===== src/rtl/cache_victim_ctrl_16way_if.sv =====
// Bus between a 16-way cache datapath/requester and its miss/victim controller.
// The requester side uses master; the controller uses slave.
interface cache_victim_ctrl_16way_if;
  logic        hit_req;
  logic [3:0]  hit_way;
  logic        miss_req;
  logic [15:0] valid_bits;
  logic [15:0] dirty_bits;
  logic [3:0]  lru_way;
  logic        mem_resp;
  logic        lru_load;
  logic [3:0]  lru_hit;
  logic        pmem_write;
  logic        pmem_read;
  logic [3:0]  victim_way;
  logic [15:0] way_load;
  logic        miss_done;
  logic        busy;

  modport master (
    output hit_req, hit_way, miss_req, valid_bits, dirty_bits, lru_way, mem_resp,
    input  lru_load, lru_hit, pmem_write, pmem_read, victim_way, way_load, miss_done, busy
  );

  modport slave (
    input  hit_req, hit_way, miss_req, valid_bits, dirty_bits, lru_way, mem_resp,
    output lru_load, lru_hit, pmem_write, pmem_read, victim_way, way_load, miss_done, busy
  );
endinterface


===== src/rtl/cache_victim_ctrl_16way.sv =====
// Miss controller for a 16-way set: picks a victim (invalid way first, else PLRU),
// writes it back if dirty, fills it, installs it and promotes it in the PLRU tracker.
module cache_victim_ctrl_16way (
  input  logic                      clk,
  input  logic                      reset,
  cache_victim_ctrl_16way_if.slave  bus
);

  typedef enum logic [2:0] {
    IDLE,
    SELECT,
    WRITEBACK,
    FILL,
    INSTALL,
    DONE
  } state_t;

  state_t      r_state;
  state_t      w_next_state;
  logic [3:0]  r_victim_way;
  logic        r_lru_load;
  logic [3:0]  r_lru_hit;

  logic [3:0]  w_chosen_way;
  logic        w_chosen_dirty;
  logic        w_pmem_write;
  logic        w_pmem_read;
  logic [15:0] w_way_load;
  logic        w_miss_done;
  logic        w_busy;

  // Descending scan so the lowest-index invalid way wins; PLRU only when the set is full.
  always_comb begin
    w_chosen_way = bus.lru_way;
    for (int i = 15; i >= 0; i--) begin
      if (!bus.valid_bits[i]) begin
        w_chosen_way = 4'(i);
      end
    end
    w_chosen_dirty = bus.valid_bits[w_chosen_way] & bus.dirty_bits[w_chosen_way];
  end

  always_ff @(posedge clk) begin
    if (reset) begin
      r_state <= IDLE;
    end else begin
      r_state <= w_next_state;
    end
  end

  always_comb begin
    w_next_state = r_state;
    w_pmem_write = 1'b0;
    w_pmem_read  = 1'b0;
    w_way_load   = 16'h0000;
    w_miss_done  = 1'b0;
    w_busy       = 1'b1;
    case (r_state)
      IDLE: begin
        w_busy = 1'b0;
        if (bus.miss_req) begin
          w_next_state = SELECT;
        end
      end
      SELECT: begin
        w_next_state = w_chosen_dirty ? WRITEBACK : FILL;
      end
      WRITEBACK: begin
        w_pmem_write = 1'b1;
        if (bus.mem_resp) begin
          w_next_state = FILL;
        end
      end
      FILL: begin
        w_pmem_read = 1'b1;
        if (bus.mem_resp) begin
          w_next_state = INSTALL;
        end
      end
      INSTALL: begin
        w_way_load   = 16'h0001 << r_victim_way;
        w_next_state = DONE;
      end
      DONE: begin
        w_miss_done  = 1'b1;
        w_next_state = IDLE;
      end
      default: begin
        w_next_state = IDLE;
      end
    endcase
  end

  // The PLRU update is registered so the tracker sees a full-period stable strobe;
  // a miss promotes its victim in the DONE cycle, which is loaded while in INSTALL.
  always_ff @(posedge clk) begin
    if (reset) begin
      r_victim_way <= 4'd0;
      r_lru_load   <= 1'b0;
      r_lru_hit    <= 4'd0;
    end else begin
      r_lru_load <= 1'b0;
      if (r_state == SELECT) begin
        r_victim_way <= w_chosen_way;
      end
      if (r_state == IDLE && bus.hit_req && !bus.miss_req) begin
        r_lru_load <= 1'b1;
        r_lru_hit  <= bus.hit_way;
      end else if (r_state == INSTALL) begin
        r_lru_load <= 1'b1;
        r_lru_hit  <= r_victim_way;
      end
    end
  end

  assign bus.pmem_write = w_pmem_write;
  assign bus.pmem_read  = w_pmem_read;
  assign bus.way_load   = w_way_load;
  assign bus.miss_done  = w_miss_done;
  assign bus.busy       = w_busy;
  assign bus.victim_way = r_victim_way;
  assign bus.lru_load   = r_lru_load;
  assign bus.lru_hit    = r_lru_hit;

endmodule


===== src/flat_wrapper.sv =====
// flat-port wrapper written by rule: the top's interface ports become plain ports
module cache_victim_ctrl_16way_flat 
  (clk, reset, bus_hit_req, bus_hit_way, bus_miss_req, bus_valid_bits, bus_dirty_bits, bus_lru_way, bus_mem_resp, bus_lru_load, bus_lru_hit, bus_pmem_write, bus_pmem_read, bus_victim_way, bus_way_load, bus_miss_done, bus_busy);
  cache_victim_ctrl_16way_if bus_i ();
  input  logic clk;
  input  logic reset;
  input wire logic [$bits(bus_i.hit_req)-1:0] bus_hit_req;
  input wire logic [$bits(bus_i.hit_way)-1:0] bus_hit_way;
  input wire logic [$bits(bus_i.miss_req)-1:0] bus_miss_req;
  input wire logic [$bits(bus_i.valid_bits)-1:0] bus_valid_bits;
  input wire logic [$bits(bus_i.dirty_bits)-1:0] bus_dirty_bits;
  input wire logic [$bits(bus_i.lru_way)-1:0] bus_lru_way;
  input wire logic [$bits(bus_i.mem_resp)-1:0] bus_mem_resp;
  output wire logic [$bits(bus_i.lru_load)-1:0] bus_lru_load;
  output wire logic [$bits(bus_i.lru_hit)-1:0] bus_lru_hit;
  output wire logic [$bits(bus_i.pmem_write)-1:0] bus_pmem_write;
  output wire logic [$bits(bus_i.pmem_read)-1:0] bus_pmem_read;
  output wire logic [$bits(bus_i.victim_way)-1:0] bus_victim_way;
  output wire logic [$bits(bus_i.way_load)-1:0] bus_way_load;
  output wire logic [$bits(bus_i.miss_done)-1:0] bus_miss_done;
  output wire logic [$bits(bus_i.busy)-1:0] bus_busy;
  assign bus_i.hit_req = bus_hit_req;
  assign bus_i.hit_way = bus_hit_way;
  assign bus_i.miss_req = bus_miss_req;
  assign bus_i.valid_bits = bus_valid_bits;
  assign bus_i.dirty_bits = bus_dirty_bits;
  assign bus_i.lru_way = bus_lru_way;
  assign bus_i.mem_resp = bus_mem_resp;
  assign bus_lru_load = bus_i.lru_load;
  assign bus_lru_hit = bus_i.lru_hit;
  assign bus_pmem_write = bus_i.pmem_write;
  assign bus_pmem_read = bus_i.pmem_read;
  assign bus_victim_way = bus_i.victim_way;
  assign bus_way_load = bus_i.way_load;
  assign bus_miss_done = bus_i.miss_done;
  assign bus_busy = bus_i.busy;
  cache_victim_ctrl_16way u_core (.clk(clk), .reset(reset), .bus(bus_i));
endmodule

===== config.mk =====
export PLATFORM = sky130hd
export DESIGN_NAME = cache_victim_ctrl_16way_flat
export DESIGN_NICKNAME = d
export VERILOG_FILES = /design/src/rtl/cache_victim_ctrl_16way_if.sv /design/src/rtl/cache_victim_ctrl_16way.sv /design/src/flat_wrapper.sv
export SDC_FILE = /design/constraint.sdc
export NUM_CORES = 1
export LEC_CHECK = 0
export ABC_AREA = 1
export CAP_MARGIN = 10
export CORE_MARGIN = 8
export CORE_UTILIZATION = 36
export DETAILED_ROUTE_END_ITERATION = 8
export PLACE_DENSITY = 0.92
export SLEW_MARGIN = 20
export SYNTH_ARGS = -nofsm -noshare
export SYNTH_HDL_FRONTEND = slang
export SYNTH_SLANG_ARGS = --single-unit

===== constraint.sdc =====
create_clock -name clk -period 1.75 [get_ports clk]
set_input_delay 0.35 -clock clk [delete_from_list [all_inputs] [get_ports clk]]
set_output_delay 0.35 -clock clk [all_outputs]
set_load 0.01 [all_outputs]

**After elaboration in Yosys (flattened, before gate mapping)**

Index checks and enable logic that the tools add are counted.

- Logic and storage cells: 55
- Output and inout port bits: 29
- Register bits: 12
- Input port bits: 45

- Shift-type cells: 1
- Mux-type cells: 34
- Magnitude comparators: 1
- Reductions and logical operators: 6
- Bitwise operators: 1
- Eq/ne operators: 8

Operators by type and width:

| operator | count |
|---|---|
| $mux W4 | 18 |
| $mux W16 | 1 |
| $shl A1 B4 Y16 const A | 1 |
| $pmux W3 S5 | 1 |
| $mux W1 | 9 |
| $mux W3 | 3 |
| $bmux W1 S4 | 2 |
| $eq A3 B2 Y1 const B | 2 |
| $eq A3 B3 Y1 const B | 2 |
| $ne A2 B2 Y1 const B | 3 |
| $lt A4 B5 Y1 const B | 1 |
| $eq A3 B1 Y1 const B | 1 |
| $logic_not A3 Y1 | 1 |
| $reduce_and A3 Y1 | 1 |
| $logic_and A1 B1 Y1 | 2 |
| $reduce_bool A2 Y1 | 1 |
| $and A1 B1 Y1 | 1 |
| $logic_not A1 Y1 | 1 |

**Logic depth before layout (Yosys ltp)**

- Depth after elaboration: 21
- Mapped depth: 21
- Depth with buffers taken out: 21

**Worst setup path after synthesis**

OpenSTA, ideal clock, no wires.

- Path type: reg2out
- From: register u_core.r_state[2]
- To: output port bus_way_load[0]
- Stages on the path, launching flop included: 7
- Slack: 0.029 ns
- Data required time: 1.400 ns
- Arrival time: 1.371 ns
- Path buffers: 1
- Cell sequence: dfxtp_1 inv_1 nor2_1 inv_1 or2_2 clkbuf_1 nor2_1

- Longest elaborated chain between the ends: 2

Ends and longest elaborated chain:

| item | RTL line | text |
|---|---|---|
| start: declaration | cache_victim_ctrl_16way.sv:18 | `state_t r_state;` |
| start signal: assignment | cache_victim_ctrl_16way.sv:47 | `r_state <= w_next_state;` |
| $eq A3 B3 Y1 | cache_victim_ctrl_16way.sv:58 | `case (r_state)` |
| $mux W16 | cache_victim_ctrl_16way.sv:58 |  |
| end: declaration | flat_wrapper.sv:19 | `output wire logic [$bits(bus_i.way_load)-1:0] bus_way_load;` |

Every way passes these cells.

**Final worst setup path**

- From: register u_core.r_state[1]
- To: output port bus_way_load[3]

The elaborated chain is that of the path after synthesis.

==> metrics.md <==
| Metric | Value |
|---|---|
| Max Slew Vio Count | 0 |
| Status | finished, violations left |
| Power Total | 1.17 mW |
| First-pass GRT wire length | 7670 um |
| CTS clk-pin slew, worst paths | 0.08 ns |
| Syn nets | 254 |
| Die Ht | 71.6 um |
| PwrDens | 506 nW/um^2 |
| Final WL | 5290 um |
| Final Hold Vio Count | 0 |
| Arrival time at the worst endpoint | 1.61 ns |
| Worst ir drop on vdd | 0.250 mV |
| DP Wirelength | 3640 um |
| Vias | 1778 |
| Multi-input logic area | 923 um^2 |
| Most frequent cells in the layout | nand2_1, inv_1, clkdlybuf4s50_1 |
| Largest net degree at the start of global routing | 10 |
| Final setup fails | 16 |
| Share of the synthesized area in the top cell type | 21.6% |
| Reg area | 245 um^2 |
| # fillers | 206 |
| # clock sinks | 12 |
| Clk Latency, worst-skew pair | 0.28 ns |
| Via density | 5.02 |
| Starting Density | 37.0% |
| Synth warn | 0 |
| CP cell instances | nor2_1 > inv_1 > nor2_4 > inv_2 > or2_4 > buf_6 > nor2_1 > buf_2 |
| Worst slew margin | 81.5% |
| Wirelength per Cell | 14.9 um |
| Core Util, Final | 77.3% |
| Final WS setup | -0.214 ns |
| Yosys reg bits | 12 |
| Area leader, netlist | dfxtp_1 |
| P_leak | 1.19 nW |
| CTS tree | built |
| Post-layout instance area | 2320 um^2 |
| Max Fclk | 509 MHz |
| Antenna fix cells | 0 |
| DRC viols | 0 |
| Initial antenna violation count | 0 |
| Most frequent CP cell | nor2_1 |
| Tcrit/Tclk final | 112% |
| GRT overflow | 0 |
| Max-cap violations | 0 |
| Area of placed instances | 2090 um^2 |
| Worst min-delay path class | reg -> reg |
| Layout Cells excl Fill | 354 |
| Crit-path max FO | 7 |
| IO buf count | 73 |
| Die ar. | 5120 um^2 |
| Top cells by area, synth | dfxtp_1, nand2_1, inv_1 |
| DP Worst Slack | -0.542 ns |
| Final antenna-violating net count | 0 |
| Final setup TNS | -2.60 ns |
| H-Tree Depth | 1 |
| Startpoint types | flop |
| Failing checks | setup timing |
| Sequential area share after synthesis | 21.6% |
| Initial DRC count | 123 |
| Slowest CP cell | dfxtp_2 |
| Cells after synthesis | 209 |
| Worst hold margin | 0.492 ns |
| Num CTS Buffers | 3 |
| GRT Total Usage | 18.2% |
| Placed insts | 342 |
| Slowest stage delay, CP | 0.33 ns |
| Vias in the first global route | 1787 |
| Post-CTS Hold Fix Bufs | 0 |
| Worst slew pin tran | 0.278 ns |
| Final GP Congestion | 0.898 |
| Cell Area, Synth | 1110 um^2 |
| Final setup skew | 0.00539 ns |
| Synth-to-Final Area Change | 109% |
| Clock Path Buffers | 2 |
| Synth Area per Inst | 5.32 um^2 |
| Critical path class | reg -> out |
| TritonRoute pass-1 iters | 4 |
| Crit path time final | 1.96 ns |
| Most common cell after layout, fill and taps aside | nand2_1 |
| Post-synthesis cell type count | 25 |
| Die X | 71.6 um |
| Root Buffer Master | clkbuf_4 |
| Crit end category | output port |
| Nets@finish | 367 |
| Hold Path Cell Cnt | 2 |
| WP data required | 1.40 ns |
| Reg2Reg Depth | 11 |
| CORE AREA | 3000 um^2 |
| Top Ports | 74 |
| Cell Rows | 20 |
| RSZ-0062 raised after global routing | true |
| Fraction of layout cells with a size suffix above 1 | 38.9% |
what timing repair did:
item                       in CTS  in global routing
buffers inserted                3                  5
setup endpoints to repair      21                 20
resized for setup             115                 68
hold endpoints to repair        0                  0
pin swaps                      19                 39
flip-flops by register name (all words and copies together) (netlist names):
signal                 cells
u_core.bus.lru_hit         4
u_core.bus.victim_way      4
u_core.r_state             3
u_core.bus.lru_load        1
cell families after synthesis:
family	Yosys count	synth area share, %
buffers and inverters	40	13.5
flip-flops	12	21.6
AND/OR/NAND/NOR	133	52.3
AO/OA/AOI/OAI	24	12.6
Yosys cell counts:
cell / number
nand4_1: 3
o21ai_0: 8
a21oi_1: 6
dfxtp_1: 12
nand2_4: 1
nand2_1: 63
inv_2: 1
inv_1: 36
nand2_2: 4
nor2_2: 1
nand3b_1: 1
a21boi_0: 2
nand3_2: 1
o21ai_1: 1
nor3_1: 5
nor2_1: 26
o211ai_1: 1
or2_2: 1
a31oi_1: 4
a21oi_2: 1
clkinv_1: 1
clkbuf_1: 2
nand3_1: 26
o21ai_2: 1
and3_2: 1
path summary, 6_finish.rpt:
path / startpoint / to / slack (ns)
min reg2reg: u_core.bus.lru_hit[3] / u_core.bus.lru_hit[3] / 0.49
min: u_core.bus.lru_hit[3] / u_core.bus.lru_hit[3] / 0.49
max reg2reg: u_core.r_state[1] / u_core.bus.lru_hit[1] / 0.14
max: u_core.r_state[1] / bus_way_load[3] / -0.21
critical path: cells and delay by family (launching register included):
| kind | cells | cell delay [ns] |
|---|---|---|
| simple gates | 4 | 0.61 |
| buf+inv | 4 | 0.40 |
| flops | 1 | 0.33 |
power breakdown:
group | switching (mW) | internal, mW | leakage (nW)
Clock | 0.101 | 0.127 | 0.0210
Sequential | 0.0443 | 0.311 | 0.0997
Combinational | 0.303 | 0.288 | 1.07
per-layer routing:
layer / part of all wire [%] / GRT usage (%)
met5: 0 / 0
met3: 6.7 / 4.74
met4: 2.2 / 9.75
met2: 53 / 33.7
met1: 38 / 18.0
final cells by class:
cell class	instances	share of cell area [%]
Timing Repair Buffer	110	40.0
Multi-Input combinational cell	157	39.8
Tap cell	33	1.78
Clock buffer	4	1.56
Inverter	38	6.36
Sequential cell	12	10.6
Power figures use the tool's default switching activity.
==> variant 1: new RTL, same flow settings <==
Make the reset (`reset`) asynchronous in 2 clocked blocks.
--- a/src/rtl/cache_victim_ctrl_16way.sv
+++ b/src/rtl/cache_victim_ctrl_16way.sv
@@ -40,7 +40,7 @@
     w_chosen_dirty = bus.valid_bits[w_chosen_way] & bus.dirty_bits[w_chosen_way];
   end
 
-  always_ff @(posedge clk) begin
+  always_ff @(posedge clk or posedge reset) begin
     if (reset) begin
       r_state <= IDLE;
     end else begin
@@ -93,7 +93,7 @@
 
   // The PLRU update is registered so the tracker sees a full-period stable strobe;
   // a miss promotes its victim in the DONE cycle, which is loaded while in INSTALL.
-  always_ff @(posedge clk) begin
+  always_ff @(posedge clk or posedge reset) begin
     if (reset) begin
       r_victim_way <= 4'd0;
       r_lru_load   <= 1'b0;
Function: differs if reset is asserted again (counterexample within 4 cycles, from zero or initial values and one cycle with reset high); with reset held inactive, the same outputs for 10 cycles.
==> variant 1 against the unedited design <==
  * The flow still finishes with violations (negative setup slack)
  * Register-to-register slack got worse by 0.20 ns
  * Utilization increased by 3.3 points
  * Sequential cell count unchanged
  * Via count increased by 4.7%
  * Non-clock buffer count increased by 13
  * Wire length increased by 13%
  * Cell area increased by 2.6%
  * Setup slack better by 0.077 ns
  * Area after synthesis fell by 3.0%
Power is not compared: it rests on default switching activity, and its combinational part moved more than twofold at a synthesized area within 25%.
==> variant 1: results (changes against the unedited design) <==
| Metric | Value |
|---|---|
| Outcome | finished, violations left |
| Failing checks | negative setup slack |
| Area after DPL | 2128 µm² (+1.6%) |
| Final WL | 5983 µm (+13%) |
| Syn Nets | 231 (-9.1%) |
| Tightest Hold Check Type | input port to async pin |
| Share of cells above drive strength 1 | 41.72% (+2.8 points) |
| Clk_lat worst skew | 0.30 ns (+0.02 ns) |
| Least-Margin Pin Slew | 0.4480 ns (+0.1703 ns) |
| Compound-Gate Fraction of Synth Area | 11.48% (-1.1 points) |
| Final Setup Violations | 18 (+2) |
| DP Wirelength | 3895 µm (+6.9%) |
| Dominant cells by area after synthesis | dfrtp_1, nand2_1, nand3_1 |
| PnR worst setup slack | -0.1366 ns (+0.07711 ns) |
| Average size of a mapped cell | 5.799 µm² (+9.0%) |
| Synth cell count leaders | nand2_1, nand3_1, nor2_1, inv_1, dfrtp_1 |
| Worst reg2reg startpoint | u_core.r_state[1] |
| Nets@finish | 360 (-1.9%) |
| Post-synthesis sequential area ratio | 27.84% (+6.2 points) |
| Post-Layout Cell Count | 347 (-2.0%) |
| Fillers | 190 (-7.8%) |
| Vias in the first global route | 1,845 (+3.2%) |
| Metal3 WL | 536 µm (+52%) |
| WL met1 | 2094 µm (+4.9%) |
| Vias | 1,862 (+4.7%) |
==> variant 1: cell types whose count changed in the layout (fill, tap and decap cells not counted), sizes merged, moves of 5 or more <==
| cell | delta |
|---|---|
| buf | +15 |
| clkbuf | -6 |
| dfrtp | +12 |
| dfxtp | -12 |
| inv | -17 |
| o211ai | +5 |
==> variant 1: worst max path at each step <==
| stage | startpoint | endpoint | slack, ns | cells after the start |
|---|---|---|---|---|
| 6_report | bus_valid_bits[10] | u_core.r_state[0] | -0.14 | 14 |
| 2_1_floorplan | bus_valid_bits[15] | u_core.r_state[0] | 0.05 | 19 |
| 4_1_cts | bus_valid_bits[14] | u_core.r_state[0] | -0.02 | 20 |
| 3_5_place_dp | bus_valid_bits[13] | u_core.r_state[0] | -0.63 | 19 |
| 5_1_grt | bus_valid_bits[10] | u_core.r_state[0] | -0.20 | 14 |
| 3_3_place_gp | bus_valid_bits[12] | u_core.r_state[0] | -0.61 | 19 |
==> variant 1: cells by family (layout without fill, tap and decap cells) <==
family          after synthesis  after routing
compound gates               21             21
buf+inv                      25            152
flops                        12             12
simple gates                128            129
==> variant 1: worst max-delay path, stage by stage <==
cell	delay, ns
clkdlybuf4s15_1	0.19
nand2_2	0.07
buf_4	0.13
buf_4	0.12
buf_4	0.12
nor3_1	0.29
nand4_1	0.21
a21oi_2	0.26
nand3_2	0.10
nand2_1	0.07
inv_1	0.04
nand2_1	0.06
nand2_1	0.06
nand2_1	0.05
==> variant 1: what timing repair did <==
item | CTS | global route
setup buffers | 9 | 4
pin swaps | 11 | 31
gates cloned | 1 | 0
gates resized for setup | 104 | 66
hold buffers | 0 | 0
setup endpoints to repair | 22 | 24
==> variant 1: final cells by class <==
cell class | instances | area, µm² | share of cell area [%]
clock buffer | 4 | 36.28 | 1.523
inverter | 25 | 117.6 | 4.937
multi-input combinational | 150 | 870.8 | 36.55
sequential | 12 | 300.3 | 12.61
tap | 33 | 41.29 | 1.733
timing repair buffer | 123 | 1016 | 42.65
==> variant 1: power breakdown <==
part	internal (µW)	total [µW]	switching, µW
clock network	127	237	109
registers	399	496	96.2
logic	665	1460	791
total	1190	2190	996
==> variant 1: routing by layer <==
metal  global-route usage [%]  vias to the layer above
met4                    9.931                        0
met5                        0                        -
met3                    5.932                       25
met1                    20.20                      843
met2                    36.35                      127
li1                         -                      867
==> variant 1: metrics by stage <==
step	power [µW]	setup slack, ns
floorplan	1007	0.04654
global placement	1663	-0.6063
detailed placement	1717	-0.6282
CTS	1969	-0.02118
global route	2299	-0.2039
finish	2188	-0.1366
==> variant 2: new RTL, same settings <==
Without the edit above. Encoding of `state_t`: now one-hot (6 bits for 6 states).
--- a/src/rtl/cache_victim_ctrl_16way.sv
+++ b/src/rtl/cache_victim_ctrl_16way.sv
@@ -6,13 +6,13 @@
   cache_victim_ctrl_16way_if.slave  bus
 );
 
-  typedef enum logic [2:0] {
-    IDLE,
-    SELECT,
-    WRITEBACK,
-    FILL,
-    INSTALL,
-    DONE
+  typedef enum logic [5:0] {
+    IDLE      = 6'b000001,
+    SELECT    = 6'b000010,
+    WRITEBACK = 6'b000100,
+    FILL      = 6'b001000,
+    INSTALL   = 6'b010000,
+    DONE      = 6'b100000
   } state_t;
 
   state_t      r_state;
Formal check against the unedited RTL: same outputs for any inputs over 10 cycles, from zero or initial values and one cycle with reset high; not proved beyond that.
==> variant 2 against the unedited design <==
  * The run still ends with negative setup slack left
  * Worst hold slack improved by 0.010 ns
  * Setup slack got worse by 0.041 ns
  * Final cell count rose by 5.4%
  * Clock skew fell by 0.0012 ns
  * Die area rose by 6.9%
  * Fmax fell by 2.0%
  * Wire length rose by 8.5%
  * Sequential cell count rose by 3
  * Area after synthesis rose by 9.0%
  * Power rose by 38%
  * Cell area rose by 7.2%
  * Critical path type unchanged
==> variant 2: results (changes against the unedited design) <==
| Metric | Value |
|---|---|
| Clk_lat worst skew | 0.30 ns (+0.02 ns) |
| Antenna violations before repair | 0 (unchanged) |
| Cell variety after synth | 26 (+4.0%) |
| Cts bufs inserted | 3 (unchanged) |
| Setup Fix Bufs, Post-CTS | 8 (+5) |
| DP Wirelength | 3925 µm (+7.7%) |
| Clk_skew | 0.004155 ns (-0.001238 ns) |
| Post-synthesis sequential area ratio | 24.77% (+3.2 points) |
| Max clock buf depth | 2 (unchanged) |
| PortBufs | 73 (unchanged) |
| Dominant cells by area after synthesis | dfxtp_1, nand2_1, nand3_1 |
| Gr usage total | 19.55% (+1.4 points) |
| Area after DPL | 2236 µm² (+6.8%) |
| Clock transition at path regs | 0.10 ns (+0.02 ns) |
| GPL Wtd Cong | 0.8268 (-7.9%) |
| Maximum VDD drop | 0.0003052 V (+22%) |
| PnR worst setup slack | -0.2546 ns (-0.04089 ns) |
| WP data arrival | 1.65 ns (+0.04 ns) |
| Ant diodes | 0 (unchanged) |
| Largest net degree at the start of global routing | 12 (+2) |
| Number of violations reported at the end of detailed-routing iteration 0 | 128 (+4.1%) |
| Vias | 1,911 (+7.5%) |
| Ys flop type | dfxtp_1 |
| Synth warn | 0 (unchanged) |
| Drt first pass iters | 4 (unchanged) |
| Wirelength per Cell | 15.39 µm (+2.9%) |
| Clk root buf | clkbuf_4 |
| Post_cts resized | 135 (+17%) |
| Outcome | finished, violations left |
| Fillers | 233 (+13%) |
| Final Setup Violations | 19 (+3) |
| Slew margin rel. | 70.77% (-11 points) |
| Max reg flops | 6 |
| Leakage power | 0.001190 µW (about the same) |
| Area of the multi-input gates | 969.7 µm² (+5.0%) |
| First-pass GRT wire length | 8493 µm (+11%) |
| R2r setup slk | -0.08 ns (-0.22 ns) |
| Share of cells above drive strength 1 | 41.28% (+2.3 points) |
| Vias in the first global route | 1,922 (+7.6%) |
| Setup TNS | -2.471 ns (+0.1297 ns) |
| Nets@finish | 373 (+1.6%) |
| Async set-reset flop share out of synthesis | 0% (unchanged) |
| H-tree levels | 1 (unchanged) |
| Tightest Hold Check Type | register to register |
| Syn Nets | 255 (+0.39%) |
| CP max FO | 8 (+1) |
| Failing checks | negative setup slack |
| Most flop-heavy register | u_core.r_state |
| Synth cell count leaders | nand2_1, inv_1, nand3_1, nor2_1, dfxtp_1 |
-- variant 2: through the flow --
stage	hold WS, ns	setup WS [ns]	cells	total power, µW
after global placement	0.4612	-0.5613	359	1161
after global routing	0.5190	-0.3183	373	1727
final	0.5024	-0.2546	373	1622
after floorplan	0.4836	0.03445	210	785.1
after detailed placement	0.4691	-0.6327	359	1192
after CTS	0.4845	-0.1729	371	1493
-- variant 2: power breakdown --
part           internal, µW  switching [µW]  total, µW
sequential              412            70.7        483
clock                  85.3             123        209
combinational           472             459        931
-- variant 2: per-layer routing --
| layer | track usage (%) | routed length [µm] |
|---|---|---|
| met1 | 19.78 | 2064 |
| met2 | 37.79 | 3172 |
| met3 | 2.426 | 282 |
| met4 | 9.978 | 221 |
| met5 | 0 | 0 |
-- variant 2: kinds of logic after synthesis --
family	count (synthesis)	share of synthesized area (%)
and+or+nand+nor	136	50.88
DFF	15	24.77
buffers and inverters	37	12.90
AOI/OAI and AO/OA	22	11.45
-- variant 2: critical path: stages (launching register included) --
cell	delay (ns)
dfxtp_2	0.34
nor2_4	0.11
inv_2	0.06
nor2_4	0.13
nand3_4	0.10
or2_4	0.31
nor2_2	0.15
buf_2	0.15
-- variant 2: worst paths after layout --
check,start,end,cells after the start
worst max-delay path,u_core.r_state[3],bus_way_load[6],7
worst min-delay path,u_core.bus.lru_hit[2],u_core.bus.lru_hit[2],2
worst max register to register,u_core.r_state[1],u_core.r_state[3],11
worst min register to register,u_core.bus.lru_hit[2],u_core.bus.lru_hit[2],2
-- variant 2: layout make-up --
| type | count | share of cell area (%) |
|---|---|---|
| clock inverters | 1 | 0.2011 |
| flip-flops and latches | 15 | 12.42 |
| multi-input cells | 158 | 38.96 |
| inverters | 33 | 4.977 |
| clock buffers | 3 | 0.9050 |
| well taps | 46 | 2.313 |
| repair buffers | 117 | 40.22 |
